--- src/rtl/flash_fetch_pkg.sv ---
// Shared widths and FSM state encoding for the flash sample fetcher.
package flash_fetch_pkg;

  localparam int unsigned FLASH_ADDR_W = 23;
  localparam int unsigned FLASH_DATA_W = 32;
  localparam int unsigned SAMPLE_W     = 16;

  typedef enum logic [2:0] {
    StIdle,
    StReq,
    StWaitData,
    StOutLo,
    StOutHi
  } fetch_state_e;

endpackage

--- src/rtl/flash_sample_fetcher.sv ---
// Streams signed 16-bit samples out of a flash region over Avalon-MM, one
// 32-bit word per read, low half first, cycling through BASE_ADDR..END_ADDR.
// Optional build macro: SAMPLE_ATTEN_EN (arithmetic attenuation by ATTEN_SHIFT).
module flash_sample_fetcher
  import flash_fetch_pkg::*;
#(
  parameter logic [FLASH_ADDR_W-1:0] BASE_ADDR   = 23'd0,
  parameter logic [FLASH_ADDR_W-1:0] END_ADDR    = 23'd127,
  parameter int unsigned             ATTEN_SHIFT = 3
) (
  input  logic                    clk_clk,
  input  logic                    reset_reset_n,
  input  logic                    play,
  output logic                    flash_mem_read,
  output logic                    flash_mem_write,
  output logic [FLASH_ADDR_W-1:0] flash_mem_address,
  output logic [6:0]              flash_mem_burstcount,
  output logic [3:0]              flash_mem_byteenable,
  output logic [FLASH_DATA_W-1:0] flash_mem_writedata,
  input  logic                    flash_mem_waitrequest,
  input  logic [FLASH_DATA_W-1:0] flash_mem_readdata,
  input  logic                    flash_mem_readdatavalid,
  output logic                    sample_valid,
  input  logic                    sample_ready,
  output logic [SAMPLE_W-1:0]     sample_data,
  output logic                    busy,
  output logic                    wrap_pulse
);

  fetch_state_e            state_q, state_d;
  logic [FLASH_ADDR_W-1:0] addr_q, addr_d;
  logic [FLASH_DATA_W-1:0] word_q, word_d;
  logic [SAMPLE_W-1:0]     half;

  assign flash_mem_write      = 1'b0;
  assign flash_mem_burstcount = 7'd1;
  assign flash_mem_byteenable = 4'hF;
  assign flash_mem_writedata  = '0;
  assign flash_mem_address    = addr_q;
  assign busy                 = (state_q != StIdle);

  // State, address counter and captured word.
  always_ff @(posedge clk_clk or negedge reset_reset_n) begin
    if (!reset_reset_n) begin
      state_q <= StIdle;
      addr_q  <= BASE_ADDR;
      word_q  <= '0;
    end else begin
      state_q <= state_d;
      addr_q  <= addr_d;
      word_q  <= word_d;
    end
  end

  // Next-state logic and Moore/Mealy outputs.
  always_comb begin
    state_d        = state_q;
    addr_d         = addr_q;
    word_d         = word_q;
    flash_mem_read = 1'b0;
    sample_valid   = 1'b0;
    wrap_pulse     = 1'b0;
    half           = word_q[SAMPLE_W-1:0];
    unique case (state_q)
      StIdle: begin
        if (play) state_d = StReq;
      end
      StReq: begin
        flash_mem_read = 1'b1;
        if (!flash_mem_waitrequest) state_d = StWaitData;
      end
      StWaitData: begin
        // Only a word returned here is accepted; strays in other states drop.
        if (flash_mem_readdatavalid) begin
          word_d  = flash_mem_readdata;
          state_d = StOutLo;
        end
      end
      StOutLo: begin
        sample_valid = 1'b1;
        if (sample_ready) state_d = StOutHi;
      end
      StOutHi: begin
        sample_valid = 1'b1;
        half         = word_q[FLASH_DATA_W-1:SAMPLE_W];
        if (sample_ready) begin
          if (addr_q == END_ADDR) begin
            addr_d     = BASE_ADDR;
            wrap_pulse = 1'b1;
          end else begin
            addr_d = addr_q + 1'b1;
          end
          state_d = play ? StReq : StIdle;
        end
      end
      default: state_d = StIdle;
    endcase
  end

`ifdef SAMPLE_ATTEN_EN
  logic signed [SAMPLE_W-1:0] half_atten;
  assign half_atten  = $signed(half) >>> ATTEN_SHIFT;
  assign sample_data = sample_valid ? half_atten : '0;
`else
  logic unused_atten_shift;
  assign unused_atten_shift = ^ATTEN_SHIFT;
  assign sample_data        = sample_valid ? half : '0;
`endif

endmodule

--- config.mk ---
export PLATFORM = sky130hd
export DESIGN_NAME = flash_sample_fetcher
export DESIGN_NICKNAME = d
export VERILOG_FILES = /design/src/rtl/flash_fetch_pkg.sv /design/src/rtl/flash_sample_fetcher.sv
export SDC_FILE = /design/constraint.sdc
export NUM_CORES = 1
export LEC_CHECK = 0
export ABC_AREA = 1
export CAP_MARGIN = 10
export CORE_MARGIN = 5
export CORE_UTILIZATION = 30
export CTS_CLUSTER_SIZE = 40
export DETAILED_ROUTE_END_ITERATION = 12
export PLACE_DENSITY_LB_ADDON = 0.1
export REMOVE_ABC_BUFFERS = 1
export SYNTH_ARGS = -nofsm -noshare
export SYNTH_HDL_FRONTEND = slang
export SYNTH_SLANG_ARGS = --single-unit
--- constraint.sdc ---
create_clock -name clk_clk -period 1.98 [get_ports clk_clk]
set_input_delay 0.396 -clock clk_clk [delete_from_list [all_inputs] [get_ports clk_clk]]
set_output_delay 0.396 -clock clk_clk [all_outputs]
set_load 0.01 [all_outputs]
# Word-level counts from Yosys, hierarchy flattened
# Cells that the tools add are included.
# word_totals
regBits	58
out_inout_bits	87
# op_classes
n_addsub	1
n_eq_ne	10
n_mux	15
n_reduce_logical	6
# op_table
operator	n
16-bit two-way mux	2
23-bit by 1-bit adder with 23-bit output, second input constant	1
23-bit by 7-bit == test with 1-bit output, second input constant	1
23-bit two-way mux	1
3-bit two-way mux	5
3-bit one-hot mux with 5 select lines	1
2-bit != test, second input constant	5
3-bit by 2-bit == test with 1-bit output, second input constant	2
1-bit two-way mux	6
5-bit AND reduction	1
2-bit AND reduction	2
3-bit by 1-bit == test with 1-bit output, second input constant	1
3-bit == test, second input constant	1
3-bit logical NOT	1
3-bit nonzero test	1
2-bit OR reduction	1

# Logic depth before layout (Yosys ltp)
# Gate-level depths: netlist (run 1).
# depth
ltp_word	4
depth_mapped	9

# Least setup slack after synthesis (run 1)
# Ideal clock, no wire load.
# synth_timing
path_type	reg2out
start	register addr_q[0] (netlist: flash_mem_address[0])
end	output port wrap_pulse
arrival_time_ps	1322
slack_ps	262
path_stages_with_launch	8
n_path_buf	0
cell_sequence	dfrtp_1 -> ha_1 -> inv_1 -> nor2_1 -> nand2_1 -> nor2_1 -> nand2_1 -> nor2_1
# synth_between
elab_chain_len	4
# synth_lines
item	line_no	rtl
start, declared	flash_sample_fetcher.sv:31	logic [FLASH_ADDR_W-1:0] addr_q, addr_d;
start signal, assigned	flash_sample_fetcher.sv:50	addr_q <= addr_d;
23-bit by 7-bit == test with 1-bit output	flash_sample_fetcher.sv:87	if (addr_q == END_ADDR) begin
1-bit two-way mux	flash_sample_fetcher.sv:87	
1-bit two-way mux	flash_sample_fetcher.sv:86	if (sample_ready) begin
1-bit two-way mux	flash_sample_fetcher.sv:64	unique case (state_q)
end, declared	flash_sample_fetcher.sv:27	output logic wrap_pulse
# No other way between the ends.

# Worst setup path in the final report (run 1)
# layout_timing
start	register state_q[1]
end	output port sample_data[8]
# layout_between
elab_chain_len	4
elab_cells_between_ends	6
cone_classes	2 x eq/ne; 3 x mux; 1 x reduce/logical
# layout_lines
item	line_no	rtl
start, declared	flash_sample_fetcher.sv:30	fetch_state_e state_q, state_d;
start signal, assigned	flash_sample_fetcher.sv:45	state_q <= StIdle;
start signal, assigned	flash_sample_fetcher.sv:49	state_q <= state_d;
3-bit == test or 3-bit by 2-bit == test with 1-bit output (tied branches)	flash_sample_fetcher.sv:64	
2-bit OR reduction (no source line)	-	
1-bit two-way mux	flash_sample_fetcher.sv:64	
16-bit two-way mux (*)	flash_sample_fetcher.sv:107	assign sample_data = sample_valid ? half : '0;
end, declared	flash_sample_fetcher.sv:25	output logic [SAMPLE_W-1:0] sample_data,
# Every way passes the cells marked *; elsewhere a longest branch is shown, timed or not.

==> metrics, run 1 <==
share of cells above drive strength 1 25.6%; R2R Path End flash_mem_address[14]; Diodes inserted 0; Initial Utilization 30.5%; slowest cell delay on critical path 0.38 ns; Worst Setup SP state_q[1]; DIE WIDTH between 100 and 150 µm; CTS tree done; Final Skew 0.00401 ns; Setup CP Type reg -> out; GRT Max-Usage Layer met2; Worst-Skew Late Latency between 0.3 and 0.4 ns; Design Area, Final 5170 µm²; fin crit period between 1.5 and 2 ns; CTS Sinks just under 60; maximum vdd drop 0.324 mV; via count approximately 3.2k; Setup violations, final 1; CTS Buffer Depth 2; Critical Path Source Type register; Die Y 121 µm; Residual DRC 0; I/O pins roughly 130; Die ar. around 15,000 µm²; RSZ-0062 raised after global routing yes; Post-Route Utilization 43.1%; Post-DRT Antenna Nets 0; Cell Chain, Critical Path buf_6 -> nor2_4 -> nand2_4 -> nand2_8 -> buf_16 -> o21ai_0 -> nor2_1 -> buf_2; Critical Path RT ~1.6 ns; r2r setup slk roughly 0.25 ns; Final Max Tran Viols 0; library cells used by synthesis 34; Cell Pwr Density 1030 nW/µm²; Hold WC Path Type in -> async; post-DP HPWL a little over 7000 µm; post-route setup slack -0.0152 ns; Detailed Routing Iterations Pass 1 4; CP max stage cell dfrtp_1; GPL Wtd Cong about 0.8; pin count of the biggest net entering global routing 36; Wirelength per Cell between 10 and 15 µm; multi-input logic area approximately 1900 µm²; Worst-path clk slew about 0.050 ns; switching power ~1800 µW; post-synthesis sequential area ratio between 30% and 40%; Avg Inst Size Synth about 8 µm²; Sequential Power Share approximately 33%; most frequent cells in the layout nand2_1 (105), nor2_1 (77), clkdlybuf4s50_1 (59); Critical R2R Launch state_q[1]; CTS root buf clkbuf_16; GR Util met1 17.7%; row cnt 40; Routed WL 9910 µm; Syn Inst Count 457; first-pass GRT wire length approximately 16,000 µm; Pint 3570 µW; antenna violations before repair 0; Leakage ~0.0025 µW; R2R cell count 11; Fillers 1,218; Fin. Hold Viols 0; Max Cap Violations 0; grt met3 use 4.63%; M2 GR Usage between 20% and 30%; post-synthesis cell area 3660 µm²; fmax 0.501 GHz; failing checks setup timing; Final period util 101%; vias in the first global route approximately 3.1k; delay-heaviest family, CP simple AND/OR/NAND/NOR gates; FF+latch area approximately 1500 µm²; I/O Buffers 80; Area growth, synth to finish 41.2%; nature of the critical path endpoint output port; Congestion Overflow GR 0; CTS Buf Count 9; initial DRC count 151; status finished, violations left; core area 12,000 µm²; Nets roughly 630; Vias per Instance around 4.3; worst-path maximum fanout 8; sw frac about a third; dpl cell area 4780 µm²; commonest non-fill, non-tap cell in the layout nand2_1; GR Util All Layers between 10% and 20%; Gate power share 40.3%; Critical path buffers and inverters 3; Synth Register Bits slightly below 60; WP data arrival around 1.6 ns; yosys warns 0; H-tree levels 3; clock share of power about a quarter
==> stage by stage <==
| stage | total power, µW | std cells | hold slack (ns) | setup WS (ns) | TNS, ns |
|---|---|---|---|---|---|
| final | 5330 | 744 | 0.501 | -0.0152 | -0.0152 |
| after global placement | 3690 | 719 | 0.304 | -0.207 | -0.783 |
| after CTS | 5320 | 745 | 0.498 | -0.115 | -0.661 |
| after floorplan | 2810 | 446 | 0.100 | 0.179 | 0 |
| after global routing | 5700 | 744 | 0.516 | -0.113 | -1.54 |
| after detailed placement | 3720 | 719 | 0.306 | -0.200 | -0.917 |
==> sequential cells by signal, indices dropped and copies added, names as in the netlist <==
| register | count |
|---|---|
| flash_mem_address | 23 |
| state_q | 3 |
| word_q | 32 |
==> routing by layer <==
metal,vias to the layer above,share of wire [%]
li1,1625,-
met1,1458,44
met2,96,48
met3,10,7.5
met4,0,1.0
met5,-,0
==> kinds of logic (layout without fill, tap and decap cells) <==
family	Yosys count	in the layout	share of synthesized area, %
flops	58	58	39.6
other cells	2	44	0.205
xor+xnor	5	5	1.61
simple gates	241	241	29.4
mux	32	32	9.84
compound gates	22	22	3.21
fa+ha+maj	1	1	0.341
buf+inv	96	194	15.8
==> power groups by stage <==
| stage | registers [µW] | clock network [µW] | logic (µW) |
|---|---|---|---|
| 2_1_floorplan | 1790 | 0 | 1020 |
| 5_1_grt | 1830 | 1500 | 2370 |
| 3_5_place_dp | 1770 | 0 | 1950 |
| 6_report | 1780 | 1400 | 2150 |
| 3_3_place_gp | 1760 | 0 | 1940 |
| 4_1_cts | 1760 | 1460 | 2110 |
==> worst max path at each step <==
| stage | end | slack [ns] | cells after the start |
|---|---|---|---|
| finish | sample_data[8] | -0.02 | 8 |
| global route | sample_data[8] | -0.11 | 8 |
| CTS | wrap_pulse | -0.11 | 8 |
| detailed placement | wrap_pulse | -0.20 | 4 |
| global placement | wrap_pulse | -0.21 | 4 |
| floorplan | sample_data[0] | 0.18 | 5 |
==> synthesized netlist by cell type, drive strengths merged <==
library cell | instances | area (µm²)
a21oi | 1 | 5.00
ha | 1 | 12.5
nand3 | 27 | 153
buf | 52 | 414
nand2 | 108 | 413
o21ai | 18 | 90.1
o211ai | 1 | 7.51
o21bai | 2 | 15.0
and2 | 2 | 12.5
nand3b | 2 | 15.0
inv | 42 | 158
clkbuf | 1 | 3.75
nor3 | 3 | 20.0
clkinv | 1 | 3.75
nor2 | 91 | 413
nand4 | 8 | 50.1
xor2 | 5 | 58.8
dfrtp | 58 | 1450
conb | 2 | 7.51
mux2 | 32 | 360
==> cell type report <==
class	count	area share [%]
clock buffers	11	4.69
inverters	43	3.27
clock inverters	5	0.581
repair buffers	135	23.7
flip-flops and latches	58	28.1
multi-input cells	345	36.2
well taps	147	3.56
==> worst reg2reg max path, cell delays in order (launching register included) <==
cell and delay (ns):
dfrtp_1 0.38, buf_6 0.12, nor2_4 0.10, buf_4 0.11, buf_4 0.12, nand3_4 0.07, buf_4 0.24, inv_2 0.18
nand2_1 0.09, o21ai_1 0.13, nand2_1 0.06, inv_1 0.05
==> what timing repair did <==
action                                 CTS  global route
pin swaps                                4            13
endpoints found under the hold margin   10             0
setup endpoints to repair               19            17
setup buffers                            7             1
resized for setup                       92            23
gates cloned                             2             0
hold buffers                             1             0
(Power assumes the default switching activity.)
==> run 2: changes to the inputs <==
==> constraint.sdc (replaced) <==
create_clock -name clk_clk -period 2.1 [get_ports clk_clk]
set_input_delay 0.42 -clock clk_clk [delete_from_list [all_inputs] [get_ports clk_clk]]
set_output_delay 0.42 -clock clk_clk [all_outputs]
set_load 0.01 [all_outputs]
==> run 2 against run 1 <==
  * The flow now finishes without violations
  * Combinational power decreased by 17%
  * Clock skew increased by 0.0019 ns
  * Non-clock buffer count decreased by 10
  * Wire length increased by 1.5%
  * Critical path depth decreased by 1
  * Largest cell class unchanged
==> metrics, run 2 (same netlist as run 1, synthesis figures left out) <==
GR Util All Layers between 10 and 15%; I/O Buffers 80; I/O pins 125; Post-Route Utilization 42.3%; Final Max Tran Viols 0; Initial Utilization between 30% and 40%; R2R cell count 10; Diodes inserted 0; CTS root buf clkbuf_16; post-DP HPWL roughly 7500 µm; Worst-Skew Late Latency 0.33 ns; Max transition margin around 63%; status completed; Critical Path RT between 1.5 and 2 ns; Setup violations, final 0; DIE WIDTH approximately 120 µm; Cell Pwr Density roughly 1000 nW/µm²; fin crit period 2.02 ns; RSZ-0062 raised after global routing yes; Critical Path Source Type register; Die ar. roughly 15,000 µm²; GPL Wtd Cong just under 0.8; maximum vdd drop approximately 0.33 mV; Leakage ~0.0025 µW; Congestion Overflow GR 0; r2r setup slk about 0.42 ns; commonest non-fill, non-tap cell in the layout nand2_1; Area growth, synth to finish 38.5%; Hold WC Path Type in -> async; row cnt 40; most frequent cells in the layout nand2_1 (105), nor2_1 (78), clkdlybuf4s50_1 (59); first-pass GRT wire length roughly 16,000 µm; Max Cap Violations 0; pin count of the biggest net entering global routing 33; via count 3,204; Wirelength per Cell 13.7 µm; vias in the first global route 3,229; Setup CP Type reg -> out; measured slew at the worst slew-check pin approximately 0.55 ns; worst-path maximum fanout 8; Residual DRC 0; Pwr Total 5130 µW; initial DRC count between 150 and 200; Post-DRT Antenna Nets 0; fmax 0.496 GHz; R2R Path End flash_mem_address[14]; dpl ws -0.111 ns; CTS Buf Count 9; CTS Sinks 58; WP data arrival 1.60 ns; Detailed Routing Iterations Pass 1 7; max reg flops 32; post-route setup slack about 0.084 ns; Critical R2R Launch state_q[0]; H-tree levels 3; core area roughly 12,000 µm²; Vias per Instance 4.37; Die Y about 120 µm; Nets around 620; antenna violations before repair 0; Routed WL about 10,000 µm; Worst-path clk slew around 0.05 ns; nature of the critical path endpoint output port; Top reg by flops word_q; Fin. Hold Viols 0; Final Skew 0.00589 ns; CTS Buffer Depth 2; CTS tree done; share of cells above drive strength 1 a little under a quarter; Final period util a little over nine tenths
run 2: metal layers:
layer  vias to the layer above  track usage (%)  wire length (µm)
met2                        99             22.9              4710
met1                      1486             17.2              4550
met4                         0             4.67               156
met5                         -                0                 0
met3                        10             5.29               642
li1                       1609                -                 -
run 2: power by group:
| part | internal (µW) | total [µW] | leakage [µW] | switching [µW] |
|---|---|---|---|---|
| clock network | 1160 | 1680 | 0.000160 | 522 |
| registers | 1480 | 1660 | 0.000677 | 179 |
| logic | 927 | 1790 | 0.00163 | 864 |
| total | 3560 | 5130 | 0.00247 | 1570 |
run 2: worst max-delay path, stage by stage, from the launching register on:
cell	delay, ns
dfrtp_1	0.42
nor2_4	0.15
nand2_4	0.08
nand2_4	0.11
clkbuf_16	0.16
o21ai_0	0.08
nor2_1	0.13
buf_2	0.15
run 2: area by class of cell:
| class | instances | area, µm² |
|---|---|---|
| fillers | 1256 | 6940 |
| multi-input cells | 345 | 1820 |
| flip-flops and latches | 58 | 1450 |
| repair buffers | 125 | 1120 |
| clock buffers | 11 | 233 |
| well taps | 147 | 184 |
| inverters | 43 | 161 |
| clock inverters | 5 | 103 |
run 2: through the flow:
step           cells  hold slack, ns  TNS, ns  area, µm²
2_1_floorplan    446           0.124        0       3400
6_report         734          0.0715        0       5070
3_3_place_gp     716           0.434   -0.152       4760
3_5_place_dp     716           0.438   -0.111       4760
4_1_cts          732          0.0697        0       5100
5_1_grt          734          0.0881  -0.0807       5070
run 2: how the worst max path moves through the flow:
| stage | from | end | depth (start not counted) |
|---|---|---|---|
| floorplan | state_q[0] | sample_data[0] | 5 |
| global placement | sample_ready | wrap_pulse | 4 |
| detailed placement | sample_ready | wrap_pulse | 4 |
| CTS | state_q[2] | sample_data[4] | 7 |
| global route | state_q[0] | sample_data[7] | 7 |
| finish | state_q[0] | sample_data[0] | 7 |
run 2: timing repair:
item,CTS,global route
gates cloned,0,1
hold buffers,0,0
setup endpoints to repair,19,17
pin swaps,0,11
buffers inserted,0,1
gates resized for setup,39,37
==> run 3: changes to the inputs <==
--- a/config.mk
+++ b/config.mk
@@ -11,7 +11,7 @@
 export CORE_UTILIZATION = 30
 export CTS_CLUSTER_SIZE = 40
 export DETAILED_ROUTE_END_ITERATION = 12
-export PLACE_DENSITY_LB_ADDON = 0.1
+export PLACE_DENSITY = 0.66
 export REMOVE_ABC_BUFFERS = 1
 export SYNTH_ARGS = -nofsm -noshare
 export SYNTH_HDL_FRONTEND = slang
==> run 3 against run 2 <==
  * Clock power is 13% lower
  * Critical path depth unchanged
  * Non-clock buffer count fell by 2
  * Die area stayed put
  * Global-route usage shrank 1.3 points
==> metrics, run 3 (same netlist as run 1, synthesis figures left out) <==
status completed; CTS tree done; I/O Buffers 80; antenna violations before repair 0; Congestion Overflow GR 0; Routed WL 9030 µm; core area ~12,000 µm²; Critical Path RT approximately 1.7 ns; delay-heaviest family, CP buffers and inverters; WP data arrival ~1.6 ns; Design Area, Final roughly 5000 µm²; Cell Pwr Density ~1000 nW/µm²; Setup CP Type reg -> out; maximum vdd drop between 0.4 and 0.5 mV; Nets approximately 620; row cnt 40; share of cells above drive strength 1 about a fifth; Post-DRT Antenna Nets 0; vias in the first global route 3,247; most frequent cells in the layout nand2_1 (106), nor2_1 (80), clkdlybuf4s50_1 (60); CTS Buffer Depth 2; initial DRC count between 150 and 200; Hold WC Path Type in -> async; CTS root buf clkbuf_16; commonest non-fill, non-tap cell in the layout nand2_1; Die ar. about 15,000 µm²; post-DP HPWL about 7000 µm; RSZ-0062 raised after global routing yes; Worst-Skew Late Latency ~0.32 ns; Area growth, synth to finish 36.8%; DIE WIDTH approximately 120 µm; Final Skew 0.00557 ns; Setup Total Neg Slack 0 ns; nature of the critical path endpoint output port; via count around 3.2k; Die Y 121 µm; Final period util 98.0%; CP max stage cell dfrtp_1; post-route setup slack approximately 0.042 ns; H-tree levels 3; slowest cell delay on critical path around 0.42 ns; GPL Wtd Cong just under 0.9; pin count of the biggest net entering global routing 59; CTS hold repair buffers 0; Vias per Instance 4.38; Leakage between 0.002 and 0.0025 µW; GR Util All Layers around an eighth; Final Max Tran Viols 0; CTS Buf Count 9; Setup violations, final 0; fmax 0.486 GHz; Fin. Hold Viols 0; Worst-path clk slew ~0.050 ns; Critical path buffers and inverters 3; dpl cell area 4740 µm²; Max Cap Violations 0; Initial Utilization a little over 30%; first-pass GRT wire length 15,000 µm; Diodes inserted 0; Pwr Total around 5000 µW; I/O pins 125; Residual DRC 0; CTS Sinks just under 60; Cell Chain, Critical Path inv_1 -> nand3_1 -> nand2_2 -> buf_12 -> o21ai_0 -> nor2_1 -> dlygate4sd2_1; Critical Path Source Type register; Wirelength per Cell around 12 µm; Detailed Routing Iterations Pass 1 4; dpl ws -0.112 ns; Top reg by flops word_q; fin crit period roughly 2.1 ns; max reg flops 32; worst-path maximum fanout 15
==> run 3: worst reg2reg max path: stages, from the launching register on <==
cell and delay [ns]:
dfrtp_1 0.42, buf_4 0.15, buf_4 0.16, nand3_4 0.09
buf_4 0.31, inv_2 0.13, nand2_1 0.10, o21ai_1 0.06
nand2_1 0.05, inv_1 0.04
==> run 3: power by group <==
part	internal [µW]	switching (µW)
registers	1480	177
clock network	1000	469
logic	905	834
==> run 3: routing by layer <==
metal  track usage [%]  vias up  part of all wire [%]  routed length [µm]
met3              3.60       14                   7.4                 664
li1                  -     1591                     -                   -
met4              3.90        0                   1.6                 146
met1              15.7     1468                    45                4040
met2              21.8      130                    46                4180
met5                 0        -                     0                   0
==> run 3: final cells by class <==
class                   instances  area (µm²)
fillers                      1210        7000
well taps                     147         184
multi-input cells             345        1800
flip-flops and latches         58        1450
inverters                      43         161
clock buffers                  13         270
repair buffers                123        1110
clock inverters                 2        35.0
==> run 3: path summary, 6_finish.rpt <==
path / startpoint / to / slack, ns / cells past startpoint
setup / recovery: state_q[2] / sample_data[6] / 0.04 / 7
hold / removal: reset_reset_n / flash_mem_address[18] / 0.08 / 2
setup reg to reg: state_q[2] / flash_mem_address[14] / 0.49 / 9
hold reg to reg: word_q[20] / word_q[20] / 0.49 / 1
max in group asynchronous: reset_reset_n / word_q[1] / 1.73 / 2
min in group clk_clk: word_q[20] / word_q[20] / 0.49 / 1
==> run 3: repair_timing <==
item / in CTS / in global routing
resized for setup: 29 / 21
buffers inserted: 0 / 2
pin swaps: 0 / 3
hold endpoints to repair: 0 / 0
setup endpoints to repair: 19 / 17
==> run 3: through the flow <==
step	hold WS, ns	std cells	util, %
after floorplan	0.124	446	-
after global placement	0.453	714	39.5
after detailed placement	0.453	714	39.5
after CTS	0.107	729	41.9
after global routing	0.106	731	41.7
final	0.0848	731	41.7
==> RTL edit 1 (flow settings as in run 1) <==
`word_q` no longer has a reset.
--- a/src/rtl/flash_sample_fetcher.sv
+++ b/src/rtl/flash_sample_fetcher.sv
@@ -44,12 +44,14 @@
     if (!reset_reset_n) begin
       state_q <= StIdle;
       addr_q  <= BASE_ADDR;
-      word_q  <= '0;
     end else begin
       state_q <= state_d;
       addr_q  <= addr_d;
-      word_q  <= word_d;
     end
+  end
+
+  always_ff @(posedge clk_clk) begin
+    word_q <= word_d;
   end
 
   // Next-state logic and Moore/Mealy outputs.
Behaviour: no difference found for any inputs over 10 cycles, from zero or initial values and one cycle with reset_reset_n low; that may be too few to reach the edited logic, so the function may still have changed.
==> RTL edit 1 against run 1 <==
  * Area after synthesis shrank 9.0%
  * Power fell by 23%
  * Sequential share of layout area rose by 5.9 points
  * Synthesized cell count is 7.7% lower
  * Critical path depth is 1 lower
  * Routed wire length down 8.4%
  * Setup slack improved by 0.046 ns
  * Clock skew up 0.0021 ns
  * Final cell count shrank 5.8%
  * Maximum frequency grew 2.3%
  * Clock power is 13% lower
  * Sequential cell count unchanged
  * Cell area fell by 8.2%
  * Critical endpoint is now sample_data[15]
  * Highest routed layer unchanged
==> RTL edit 1: results (changes against run 1) <==
status=completed; ranking of synthesized cells by area=edfxtp_1 (29%), dfrtp_1 (20%), nand2_1 (12%), buf_4 (10%), nor2_1 (9.5%); first-pass GRT wire length=14000 um (-13%); Filler Cell Count=1151 (-5.5%); Post-DP HPWL=6610 um (-9.1%); post-placement cell area=4460 um2 (-6.7%); Post-synth EDFFs=32 (+32); inverters=45 (+4.7%); initial DRC count=83 (-45%); Worst-path clk slew=0.07 ns (+0.02 ns); Nets=595 (-5.7%); Int Power=2.79 mW (-22%); leak pwr=2.19 nW (-13%); sequential power=1.50 mW (-16%); Final Critical Period=1.95 ns (-0.0456 ns); non-clock buffer area fraction after layout=23.6% (about the same); Distinct cells, synth=25 (-26%); Critical Path End=sample_data[15]; Max IR drop VDD=0.375 mV (+16%); FF+latch count=58 (unchanged); Final Core Density=43.6% (+0.55 points); Reg2Reg Depth=8 (-3); Seq/Total Area, Yosys=48.3% (+8.7 points); WL/cell=13.0 um (-2.8%); crit-path max cell delay=0.43 ns (+0.05 ns); bufs w/o clock=128 (-5.2%); share of cells above drive strength 1=21.0% (-4.6 points); CTS resizes=64 (-30%); vias in the first global route=2836 (-9.7%); FF+latch area=1610 um2 (+11%)
[RTL edit 1: cell types whose count changed after synthesis, sizes merged, moves of 2 or more]
cell    before  now
dfrtp       58   26
edfxtp       0   32
mux2        32    0
buf         52   47
nand3       27   31
inv         42   45
nand2      108  106
nand4        8    6
o21ai       18   20
[RTL edit 1: logic make-up after synthesis]
| family | Yosys count | share of synthesized area (%) |
|---|---|---|
| other | 2 | 0.225 |
| adder cells (fa/ha/maj) | 1 | 0.375 |
| AND/OR/NAND/NOR | 240 | 30.5 |
| flip-flops | 58 | 48.3 |
| buffers and inverters | 93 | 15.6 |
| AO/OA/AOI/OAI | 23 | 3.60 |
| XOR/XNOR | 5 | 1.31 |
[RTL edit 1: metal layers]
| metal | global-route usage [%] | up-vias | part of all wire (%) |
|---|---|---|---|
| li1 | - | 1511 | - |
| met1 | 18.2 | 1321 | 46 |
| met2 | 21.3 | 93 | 46 |
| met3 | 2.66 | 11 | 6.4 |
| met4 | 5.40 | 0 | 1.3 |
| met5 | 0 | - | 0 |
==> RTL edit 2 (settings of run 1) <==
Made on the original files. Build with the macro `SAMPLE_ATTEN_EN` defined.
--- a/src/rtl/flash_sample_fetcher.sv
+++ b/src/rtl/flash_sample_fetcher.sv
@@ -1,6 +1,8 @@
 // Streams signed 16-bit samples out of a flash region over Avalon-MM, one
 // 32-bit word per read, low half first, cycling through BASE_ADDR..END_ADDR.
 // Optional build macro: SAMPLE_ATTEN_EN (arithmetic attenuation by ATTEN_SHIFT).
+`define SAMPLE_ATTEN_EN
+
 module flash_sample_fetcher
   import flash_fetch_pkg::*;
 #(
Behaviour: not the same (Yosys sat finds a counterexample within 4 cycles, from zero or initial values and one cycle with reset_reset_n low).
==> RTL edit 2 against run 1 <==
  * Routed wire length down 9.6%
  * Sequential cell count shrank 6
  * First-iteration DRC count decreased by 18%
  * Power down 20%
  * Area after synthesis decreased by 7.8%
  * Setup slack improved by 0.085 ns
  * Cell area fell by 12%
  * Register-to-register slack better by 0.04 ns
  * Die area shrank 7.2%
==> RTL edit 2: results (changes against run 1) <==
status=completed; Reg2Reg Depth=9 (-2); leak pwr=2.41 nW (-3.8%); initial antenna violation count=0 (unchanged); clock root cell=clkbuf_16; I/O Buffers=74 (-7.5%); H-tree levels=2 (-1); Synthesis Warnings=0 (unchanged); vias in the first global route=3110 (-0.96%); R2R setup slack=0.29 ns (+0.04 ns); DRT Pass-1 Iters=4 (unchanged); ranking of synthesized cells by area=dfrtp_1 (39%), nand2_1 (17%), buf_4 (10%), o21ai_0 (7.7%), inv_1 (7.7%); crit-path max cell delay=0.36 ns (-0.02 ns); ys async rst share=100% (unchanged); Hold Crit Class=input port to async pin; worst path required time=1.58 ns (about the same); CP delay by family, top=simple AND/OR/NAND/NOR gates; top post-synthesis cells by count=nand2_1 (149), inv_1 (69), dfrtp_1 (52), o21ai_0 (52), nor2_1 (50); register with the most flip-flops=word_q; post-synthesis adder-cell area fraction=0.370% (+0.029 points); r2r startpoint=state_q[0]; Max IR drop VDD=0.383 mV (+18%); clk buf depth=2 (unchanged); Hold Slack=0.0900 ns (-0.411 ns); Distinct cells, synth=24 (-29%); Fin Clk Skew=0.00477 ns (+0.000761 ns); initial DRC count=124 (-18%); syn_area_per_cell=6.87 um2 (-14%); Inserted Clock Buffers=5 (-4); first-pass GRT wire length=14900 um (-7.7%); WL/cell=12.0 um (-10%); post-placement cell area=4400 um2 (-8.0%); max reg flops=26 (-19%); Compound-Gate Fraction of Synth Area=8.63% (+5.4 points); mux share of post-synthesis cell area=0% (-9.8 points); Worst-path clk slew=0.07 ns (+0.02 ns); Synth Area in XOR/XNOR=1.30% (-0.31 points); routed vias=3177 (-0.38%); Total GRT Usage=13.7% (-0.36 points); dpl ws=-0.159 ns (+0.0417 ns); clk_lat worst skew=0.29 ns (-0.03 ns); Post-DP HPWL=6710 um (-7.6%); largest net degree at the start of global routing=53 (+47%); ant diodes=0 (unchanged); Slowest-stage cell, CP=dfrtp_1; share of cells above drive strength 1=16.8% (-8.9 points); Routed WL=8960 um (-9.6%); Seq/Total Area, Yosys=38.5% (-1.1 points); DP Cell Count=735 (+2.2%); peak fanout along the critical path=2 (-6); gpl congestion=0.876 (+9.9%); Nets=646 (+2.4%); r2r endpoint=flash_mem_address[12]
## RTL edit 2: worst register-to-register path: cells and delay by family (launching register included)
family	cells	cell delay [ns]
flops	1	0.43
buf+inv	4	0.50
simple gates	5	0.67
## RTL edit 2: final cells by class
type                    instances  area, um2
fillers                      1153       6370
clock buffers                   5        125
inverters                      70        263
clock inverters                 3       21.3
well taps                     140        175
multi-input cells             355       1600
flip-flops and latches         52       1300
repair buffers                123       1070
## RTL edit 2: per-layer routing
| layer | GRT usage (%) | part of all wire [%] |
|---|---|---|
| met5 | 0 | 0 |
| met3 | 2.44 | 6.6 |
| met1 | 19.1 | 47 |
| met2 | 21.9 | 46 |
| met4 | 3.40 | 0.95 |
## RTL edit 2: how the worst max path moves through the flow
stage / end / slack, ns / start / cells past startpoint
2_1_floorplan: sample_data[12] / 0.17 / state_q[1] / 5
3_3_place_gp: wrap_pulse / -0.15 / sample_ready / 4
3_5_place_dp: wrap_pulse / -0.16 / sample_ready / 4
4_1_cts: wrap_pulse / -0.06 / flash_mem_address[0] / 8
5_1_grt: sample_data[6] / -0.02 / state_q[2] / 7
6_report: wrap_pulse / 0.07 / flash_mem_address[0] / 8
## RTL edit 2: what timing repair did
item	CTS	global route
cloned	1	0
setup buffers	3	1
pin swaps	1	2
endpoints found under the setup margin	19	15
hold buffers	0	0
resized for setup	87	22
## RTL edit 2: power by group
group / switching, mW / internal, mW / total, mW / leakage [nW]
Clock: 0.431 / 0.473 / 0.904 / 0.0702
Combinational: 1.04 / 0.799 / 1.84 / 1.72
Sequential: 0.140 / 1.36 / 1.50 / 0.616
Total: 1.61 / 2.64 / 4.25 / 2.41
